<file path="src/rtl/t2mi_packets_to_ts.sv">
// Receive-side T2-MI depacketiser: parses T2-MI packets, forwards BB-frame data fields as a TS
// byte stream with user-packet start markers, and reports CRC-32/CRC-8/length/continuity status.
module t2mi_packets_to_ts (
  input  logic       CLK,
  input  logic       RST,
  input  logic [7:0] DATA_IN,
  input  logic       ENA_IN,
  input  logic       SOP_IN,
  output logic [7:0] TS_DATA,
  output logic       TS_ENA,
  output logic       TS_SOP,
  output logic       HEM,
  output logic [7:0] PKT_TYPE,
  output logic [7:0] FRAME_IDX,
  output logic [7:0] PLP_ID,
  output logic [3:0] SUPERFRAME_IDX,
  output logic       PKT_DONE,
  output logic       CRC32_ERR,
  output logic       CRC8_ERR,
  output logic       FMT_ERR,
  output logic       CC_ERR,
  output logic       ABORT,
  output logic [3:0] state_mon
);
  localparam logic [3:0] S_IDLE   = 4'd0;
  localparam logic [3:0] S_HDR    = 4'd1;
  localparam logic [3:0] S_BB_PRE = 4'd2;
  localparam logic [3:0] S_BB_HDR = 4'd3;
  localparam logic [3:0] S_DATA   = 4'd4;
  localparam logic [3:0] S_SKIP   = 4'd5;
  localparam logic [3:0] S_CRC    = 4'd6;

  function automatic logic [7:0] crc8_byte(input logic [7:0] c, input logic [7:0] d);
    logic [7:0] r;
    r = c;
    for (int i = 7; i >= 0; i--)
      r = (r[7] ^ d[i]) ? ({r[6:0], 1'b0} ^ 8'hD5) : {r[6:0], 1'b0};
    return r;
  endfunction

  function automatic logic [31:0] crc32_byte(input logic [31:0] c, input logic [7:0] d);
    logic [31:0] r;
    r = c;
    for (int i = 7; i >= 0; i--)
      r = (r[31] ^ d[i]) ? ({r[30:0], 1'b0} ^ 32'h04C11DB7) : {r[30:0], 1'b0};
    return r;
  endfunction

  logic [3:0]  state, cnt;
  logic [7:0]  len_hi, dfl_hi, syncd_hi, crc8, prev_cc, upl_m1;
  logic [12:0] pay_bytes, rem, dcnt, dfl_bytes, sync_off, sop_cnt;
  logic        sop_en, cc_valid, cc_bad;
  logic [31:0] crc32;
  logic [23:0] crc_rx;

  logic [15:0] len_full;
  logic [12:0] pl_bytes_new, avail, dfl_clip, rem_dec;
  logic        short_pl, fmt_bad, sop_fire, mode_nm, mode_hem;
  logic [7:0]  crc8_next;
  logic [31:0] crc32_next, crc32_start;

  assign state_mon = state;

  // NOTE: every always_comb output is assigned unconditionally at the top, so no latch can be inferred.
  always_comb begin
    len_full     = {len_hi, DATA_IN};
    pl_bytes_new = len_full[15:3] + {12'd0, |len_full[2:0]};
    short_pl     = pay_bytes < 13'd13;
    avail        = pay_bytes - 13'd13;
    fmt_bad      = short_pl || (dfl_bytes > avail);
    dfl_clip     = short_pl ? 13'd0 : ((dfl_bytes > avail) ? avail : dfl_bytes);
    rem_dec      = (rem == 13'd0) ? 13'd0 : rem - 13'd1;
    sop_fire     = sop_en && (sop_cnt == 13'd0);
    mode_nm      = (DATA_IN == crc8);
    mode_hem     = (DATA_IN == (crc8 ^ 8'h01));
    crc8_next    = crc8_byte(crc8, DATA_IN);
    crc32_next   = crc32_byte(crc32, DATA_IN);
    crc32_start  = crc32_byte(32'hFFFFFFFF, DATA_IN);
  end

  // NOTE: state is updated with non-blocking assignments only, so every read sees the pre-edge value.
  always_ff @(posedge CLK or negedge RST) begin
    if (!RST) begin
      // NOTE: datapath registers are reset too, so all outputs come up at 0 and no stale count leaks out.
      state <= S_IDLE;       cnt <= '0;          len_hi <= '0;      dfl_hi <= '0;
      syncd_hi <= '0;        crc8 <= '0;         prev_cc <= '0;     upl_m1 <= '0;
      pay_bytes <= '0;       rem <= '0;          dcnt <= '0;        dfl_bytes <= '0;
      sync_off <= '0;        sop_cnt <= '0;      sop_en <= 1'b0;    cc_valid <= 1'b0;
      cc_bad <= 1'b0;        crc32 <= '0;        crc_rx <= '0;
      TS_DATA <= '0;         TS_ENA <= 1'b0;     TS_SOP <= 1'b0;    HEM <= 1'b0;
      PKT_TYPE <= '0;        FRAME_IDX <= '0;    PLP_ID <= '0;      SUPERFRAME_IDX <= '0;
      PKT_DONE <= 1'b0;      CRC32_ERR <= 1'b0;  CRC8_ERR <= 1'b0;  FMT_ERR <= 1'b0;
      CC_ERR <= 1'b0;        ABORT <= 1'b0;
    end else begin
      TS_ENA    <= 1'b0;
      TS_SOP    <= 1'b0;
      PKT_DONE  <= 1'b0;
      CRC32_ERR <= 1'b0;
      CC_ERR    <= 1'b0;
      ABORT     <= 1'b0;
      if (PKT_DONE) begin
        CRC8_ERR <= 1'b0;
        FMT_ERR  <= 1'b0;
      end
      if (ENA_IN) begin
        if (SOP_IN) begin
          // A start marker always opens a new packet; outside IDLE it truncates the current one.
          if (state != S_IDLE) begin
            ABORT    <= 1'b1;
            CRC8_ERR <= 1'b0;
            FMT_ERR  <= 1'b0;
            cc_valid <= 1'b0;
          end
          PKT_TYPE <= DATA_IN;
          crc32    <= crc32_start;
          cnt      <= 4'd1;
          state    <= S_HDR;
        end else begin
          case (state)
            S_HDR: begin
              crc32 <= crc32_next;
              cnt   <= cnt + 4'd1;
              case (cnt)
                4'd1: begin
                  cc_bad   <= cc_valid && (DATA_IN != prev_cc + 8'd1);
                  prev_cc  <= DATA_IN;
                  cc_valid <= 1'b1;
                end
                4'd2: SUPERFRAME_IDX <= DATA_IN[7:4];
                4'd4: len_hi <= DATA_IN;
                4'd5: begin
                  pay_bytes <= pl_bytes_new;
                  rem       <= pl_bytes_new;
                  cnt       <= 4'd0;
                  if (PKT_TYPE == 8'h00)          state <= S_BB_PRE;
                  else if (pl_bytes_new != 13'd0) state <= S_SKIP;
                  else                            state <= S_CRC;
                end
                default: ;
              endcase
            end
            S_BB_PRE: begin
              crc32 <= crc32_next;
              rem   <= rem_dec;
              cnt   <= cnt + 4'd1;
              if (cnt == 4'd0) FRAME_IDX <= DATA_IN;
              if (cnt == 4'd1) PLP_ID <= DATA_IN;
              if (cnt == 4'd2) begin
                cnt   <= 4'd0;
                crc8  <= 8'h00;
                state <= S_BB_HDR;
              end
            end
            S_BB_HDR: begin
              crc32 <= crc32_next;
              rem   <= rem_dec;
              crc8  <= crc8_next;
              cnt   <= cnt + 4'd1;
              case (cnt)
                4'd4: dfl_hi <= DATA_IN;
                4'd5: dfl_bytes <= {dfl_hi, DATA_IN[7:3]};
                4'd7: syncd_hi <= DATA_IN;
                4'd8: begin
                  sync_off <= {syncd_hi, DATA_IN[7:3]};
                  sop_en   <= ({syncd_hi, DATA_IN} != 16'hFFFF);
                end
                4'd9: begin
                  // crc8 now covers bytes 0-8; the last byte carries it XORed with MODE.
                  HEM      <= !mode_nm && mode_hem;
                  upl_m1   <= (!mode_nm && mode_hem) ? 8'd186 : 8'd187;
                  if (!mode_nm && !mode_hem) CRC8_ERR <= 1'b1;
                  if (fmt_bad) FMT_ERR <= 1'b1;
                  sop_cnt  <= sync_off;
                  dcnt     <= dfl_clip;
                  cnt      <= 4'd0;
                  if (dfl_clip != 13'd0)     state <= S_DATA;
                  else if (rem_dec != 13'd0) state <= S_SKIP;
                  else                       state <= S_CRC;
                end
                default: ;
              endcase
            end
            S_DATA: begin
              crc32   <= crc32_next;
              rem     <= rem_dec;
              dcnt    <= dcnt - 13'd1;
              TS_ENA  <= 1'b1;
              TS_DATA <= DATA_IN;
              TS_SOP  <= sop_fire;
              // Wrapping down-counter marks every upl-th byte from the sync offset onward.
              if (sop_fire)                 sop_cnt <= {5'd0, upl_m1};
              else if (sop_cnt != 13'd0)    sop_cnt <= sop_cnt - 13'd1;
              if (dcnt == 13'd1) state <= (rem_dec != 13'd0) ? S_SKIP : S_CRC;
            end
            S_SKIP: begin
              crc32 <= crc32_next;
              rem   <= rem_dec;
              if (rem_dec == 13'd0) state <= S_CRC;
            end
            S_CRC: begin
              crc_rx <= {crc_rx[15:0], DATA_IN};
              cnt    <= cnt + 4'd1;
              if (cnt == 4'd3) begin
                PKT_DONE  <= 1'b1;
                CRC32_ERR <= ({crc_rx, DATA_IN} != crc32);
                CC_ERR    <= cc_bad;
                cnt       <= 4'd0;
                state     <= S_IDLE;
              end
            end
            S_IDLE:  ;
            default: state <= S_IDLE;
          endcase
        end
      end
    end
  end
endmodule

</file>
<file path="config.mk">
export PLATFORM = sky130hd
export DESIGN_NAME = t2mi_packets_to_ts
export DESIGN_NICKNAME = d
export VERILOG_FILES = /design/src/rtl/t2mi_packets_to_ts.sv
export SDC_FILE = /design/constraint.sdc
export NUM_CORES = 1
export LEC_CHECK = 0
export ABC_AREA = 1
export CAP_MARGIN = 5
export CORE_ASPECT_RATIO = 0.7
export CORE_MARGIN = 3
export CORE_UTILIZATION = 30
export CTS_BUF_LIST = sky130_fd_sc_hd__clkbuf_4
export CTS_CLUSTER_SIZE = 8
export DETAILED_ROUTE_END_ITERATION = 10
export PLACE_DENSITY = 0.45
export SYNTH_ARGS = -nofsm -noshare
export SYNTH_HDL_FRONTEND = slang
export SYNTH_SLANG_ARGS = --single-unit
</file>
<file path="constraint.sdc">
create_clock -name CLK -period 4.4 [get_ports CLK]
set_clock_uncertainty 0.2 [all_clocks]
set_input_delay 0.66 -clock CLK [delete_from_list [all_inputs] [get_ports CLK]]
set_output_delay 0.66 -clock CLK [all_outputs]
set_load 0.02 [all_outputs]
</file>
==> results.txt <==
----------------------------------------------------
[Outcome]
  Run status ... completed

[Clock network]
  Clk sink count ... 231
  Clock latency reported for the late side of the worst-skew pair ... approximately 770 ps
  Number of clock buffers inserted by TritonCTS ... 69
  Root buffer cell ... clkbuf_4
  Buffers from clock root to sink, at most ... 3
  CTS clk-pin slew, worst paths ... 60 ps
  CTS HTree Levels ... 3
  Clock tree from TritonCTS ... done

[Place]
  Gpl congestion ... a little under 0.9
  # port buffers ... 59
  DP Wirelength ... around 32000 microns
  Placed Instances ... 2391

[Floorplan]
  Effective utilization at floorplan ... 0.3051
  Number of top-level pins ... 61
  Die Y ... about 190 microns
  DIE WIDTH ... 262.5 microns
  Core Area ... roughly 0.045 sq mm
  Site row count ... 65
  Overall die area ... 0.04872 sq mm

[Synth]
  Yosys warnings ... 0
  Unique masters post-synth ... 63
  Average size of a mapped cell ... roughly 8 sq um
  Syn nets ... between 1500 and 2000
  EDFF count, synth ... 0
  Instance count of the mapped netlist ... about 1800
  Most used flip-flop cell after synthesis ... dfrtp_1
  Post-Synthesis Cell Area ... about 0.014 sq mm
  Async set-or-reset flop fraction in the synthesized netlist ... 1.000
  Number of synthesized register bits ... 231
  Share of the yosys chip area belonging to registers ... 0.4183

[Route]
  Final wirelength ... between 40000 and 50000 microns
  DRC violations left ... 0
  Routed WL per cell ... around 18 microns
  Met3 WL post-DR ... between 2000 and 3000 microns
  Number of optimization iterations in the first detailed-route pass ... 5
  Via Count ... about 12000
  Routed metal-1 wire length ... around 23000 microns
  Vias/cell ... approximately 4.9
  Highest routing layer actually used ... met4
  Antenna Nets Post-Route ... 0
  Total length of routed met2 wires ... 18200 microns
  Number of violations reported at the end of detailed-routing iteration 0 ... 901

[Critical path]
  Critical path capture point type ... flop
  Worst EP required ... ~4900 ps
  Highest-delay cell along the critical path ... dfrtp_1
  Startpoint type of the worst setup path ... flop
  Class of the most critical setup path ... reg -> reg
  Critical Path Fanout Max ... 12
  Arrival time at the worst endpoint ... 4340 ps
  Most used cell along the critical path ... nand2_1
  CP Cell Sequence ... inv_1, ha_1, inv_1, nand3_1, nand4_1, nor3_1, xor2_1, ha_1, nand2_1, o21ai_0, a21oi_1, nand2_1, nand2_2, nand2_1, nand3_1, nand4_1, nor2_1, nand3_1, nand2_1, nand2_1, nand2_1
  Max stage delay on crit path ... between 400 and 500 ps

[Flow run]
  Max-cap viol count ... 0

[Timing]
  Number of max-slew violations in the final report ... 0
  Slew of the pin with the lowest slew margin ... ~890 ps
  Unrepaired setup endpoints after global routing ... no
  Post-layout minimum cycle time ... around 3900 ps
  Final setup fails ... 0
  Headroom to the max-slew limit ... 0.4058
  Maximum frequency from static timing analysis ... ~0.26 GHz
  Setup TNS ... 0 ps
  Final cycle utilization of the critical path ... 0.8812
  Final Hold Fails ... 0

[Power and ir drop]
  Leakage power ... 7.438 nW
  P per Cell Area ... around 700 mW/mm^2
  Power after layout ... approximately 0.011 W
  Peak VDD IR ... 0.2972 mV

[Cells and area]
  Filler cells ... between 4000 and 5000
  Count of placed standard cells in the final layout, fillers left out ... approximately 2500
  Final cell utilization of the core ... 0.3543
  Synthesis-to-layout area growth ... 16.13%
  Commonest cells after routing, fill and taps aside ... 419 x nand2_1, 231 x dfrtp_1, 202 x o21ai_0
  Fraction of final layout cells with drive strength greater than 1 ... 0.1155
  Most common cell after layout, fill and taps aside ... nand2_1
  Final net count ... 1904
  Area used by sequential logic in the layout ... 0.005781 sq mm
  Area taken by multi-input logic gates ... ~0.007 sq mm

[GRT]
  Initial antenna violation count ... 2
  Wire length of the first global-routing pass ... 70900 microns
  Total GRT Usage ... 0.1871
  GRT overflow ... 0
  Pin count of the biggest net entering global routing ... just over 90
  Via count of the first global-routing pass ... 11970

[Worst hold path]
  Classification of the worst-slack hold path ... reg -> reg

----------------------------------------------------
power breakdown:
group	leakage (nW)	internal [W]	switching, W	total (W)
combinational	4.01	0.00213	0.00361	0.00575
sequential	2.92	0.00273	0.000642	0.00337
clock	0.507	0.00119	0.00103	0.00221
total	7.44	0.00605	0.00528	0.0113
critical path: cells and delay by family, from the launching register on:
kind                     cells  cell delay (ps)
buffers and inverters        2              150
AND/OR/NAND/NOR             14             2130
AO/OA/AOI/OAI                2              260
adder cells (fa/ha/maj)      2              470
flip-flops                   1              410
XOR/XNOR                     1              230
final timing paths:
| kind | cells past startpoint | from | endpoint | slack (ps) |
|---|---|---|---|---|
| worst max-delay path | 21 | pay_bytes[0]$_DFFE_PN0P_ | state_mon[1]$_DFFE_PN0P_ | 520 |
| worst min-delay path | 1 | dfl_hi[6]$_DFFE_PN0P_ | dfl_bytes[11]$_DFFE_PN0P_ | 280 |
| worst max register to register | 21 | pay_bytes[0]$_DFFE_PN0P_ | state_mon[1]$_DFFE_PN0P_ | 520 |
| worst min register to register | 1 | dfl_hi[6]$_DFFE_PN0P_ | dfl_bytes[11]$_DFFE_PN0P_ | 280 |
| max in group asynchronous | 3 | RST | dfl_hi[4]$_DFFE_PN0P_ | 2760 |
| min in group asynchronous | 2 | RST | dcnt[4]$_DFFE_PN0P_ | 320 |
cell usage after synthesis (all sizes together), types with 2 or more instances:
cell | instances | area, sq um
xor2 | 90 | 833.3
clkinv | 2 | 7.510
nor3b | 4 | 35.03
nand4 | 22 | 137.6
a21oi | 68 | 340.3
a32oi | 2 | 17.52
buf | 23 | 135.1
o221ai | 3 | 26.28
o211ai | 20 | 150.1
nand2 | 442 | 1724
ha | 29 | 362.9
a41oi | 2 | 17.52
and2 | 2 | 12.51
nor4 | 8 | 50.05
o22ai | 11 | 68.82
clkbuf | 44 | 165.2
or2 | 10 | 62.56
inv | 184 | 703.2
mux2 | 4 | 45.04
xnor2 | 64 | 598.1
a31oi | 10 | 68.81
nand3 | 106 | 550.5
a211oi | 3 | 22.52
nor3 | 24 | 130.1
dfrtp | 231 | 5781
nor2 | 120 | 501.7
nand3b | 2 | 27.53
a22oi | 4 | 30.03
o21ai | 218 | 1091
o311ai | 4 | 35.04
what timing repair did:
item | CTS | global route
buffers inserted | 0 | 3
endpoints found under the hold margin | 88 | 0
setup endpoints to repair | 0 | 2
hold buffers | 1 | 0
gates resized for setup | 0 | 1
metrics by stage:
| stage | worst slack (ps) | instance area, sq um | hold WS, ps |
|---|---|---|---|
| after detailed placement | 422.1 | 15120 | 264.3 |
| after floorplan | 1256 | 13820 | 164.4 |
| after global routing | 11.38 | 16050 | 310.1 |
| after CTS | 400.8 | 16020 | 278.7 |
| final | 522.6 | 16050 | 278.5 |
| after global placement | 462.2 | 15120 | 253.8 |
per-layer routing:
metal | global-route usage | up-vias
li1 | - | 6014
met1 | 0.2808 | 5811
met2 | 0.2685 | 334
met3 | 0.03726 | 75
met4 | 0.05804 | 0
met5 | 0 | -
cells by family (layout without fill, tap and decap cells):
family | Yosys count | in the layout | synth area share
xor gates and xnor gates | 154 | 154 | 0.1036
AOI/OAI and AO/OA | 355 | 355 | 0.1413
adders and majority gates | 29 | 29 | 0.02626
other | 1 | 3 | 0.0002714
and+or+nand+nor | 740 | 740 | 0.2339
DFF | 231 | 231 | 0.4183
muxes | 4 | 4 | 0.003259
buffers and inverters | 253 | 390 | 0.07316
registers in the layout, indices dropped and copies added (netlist names), 2 cells and up:
register        count
state_mon           3
sync_off           13
sop_cnt            13
upl_m1              2
crc32              32
rem                13
FRAME_IDX           8
syncd_hi            8
PLP_ID              8
pay_bytes          13
SUPERFRAME_IDX      4
dcnt               13
TS_DATA             8
dfl_bytes          13
crc8                8
prev_cc             8
dfl_hi              8
cnt                 4
PKT_TYPE            8
len_hi              8
crc_rx             24
cell type report:
cell class	instances	share of cell area
antenna	2	0.0003119
clock buffer	90	0.04210
clock inverter	22	0.01294
inverter	186	0.04429
multi-input combinational	1283	0.4381
sequential	231	0.3602
tap	603	0.04701
timing repair buffer	92	0.05504
Power figures use the tool's default switching activity.
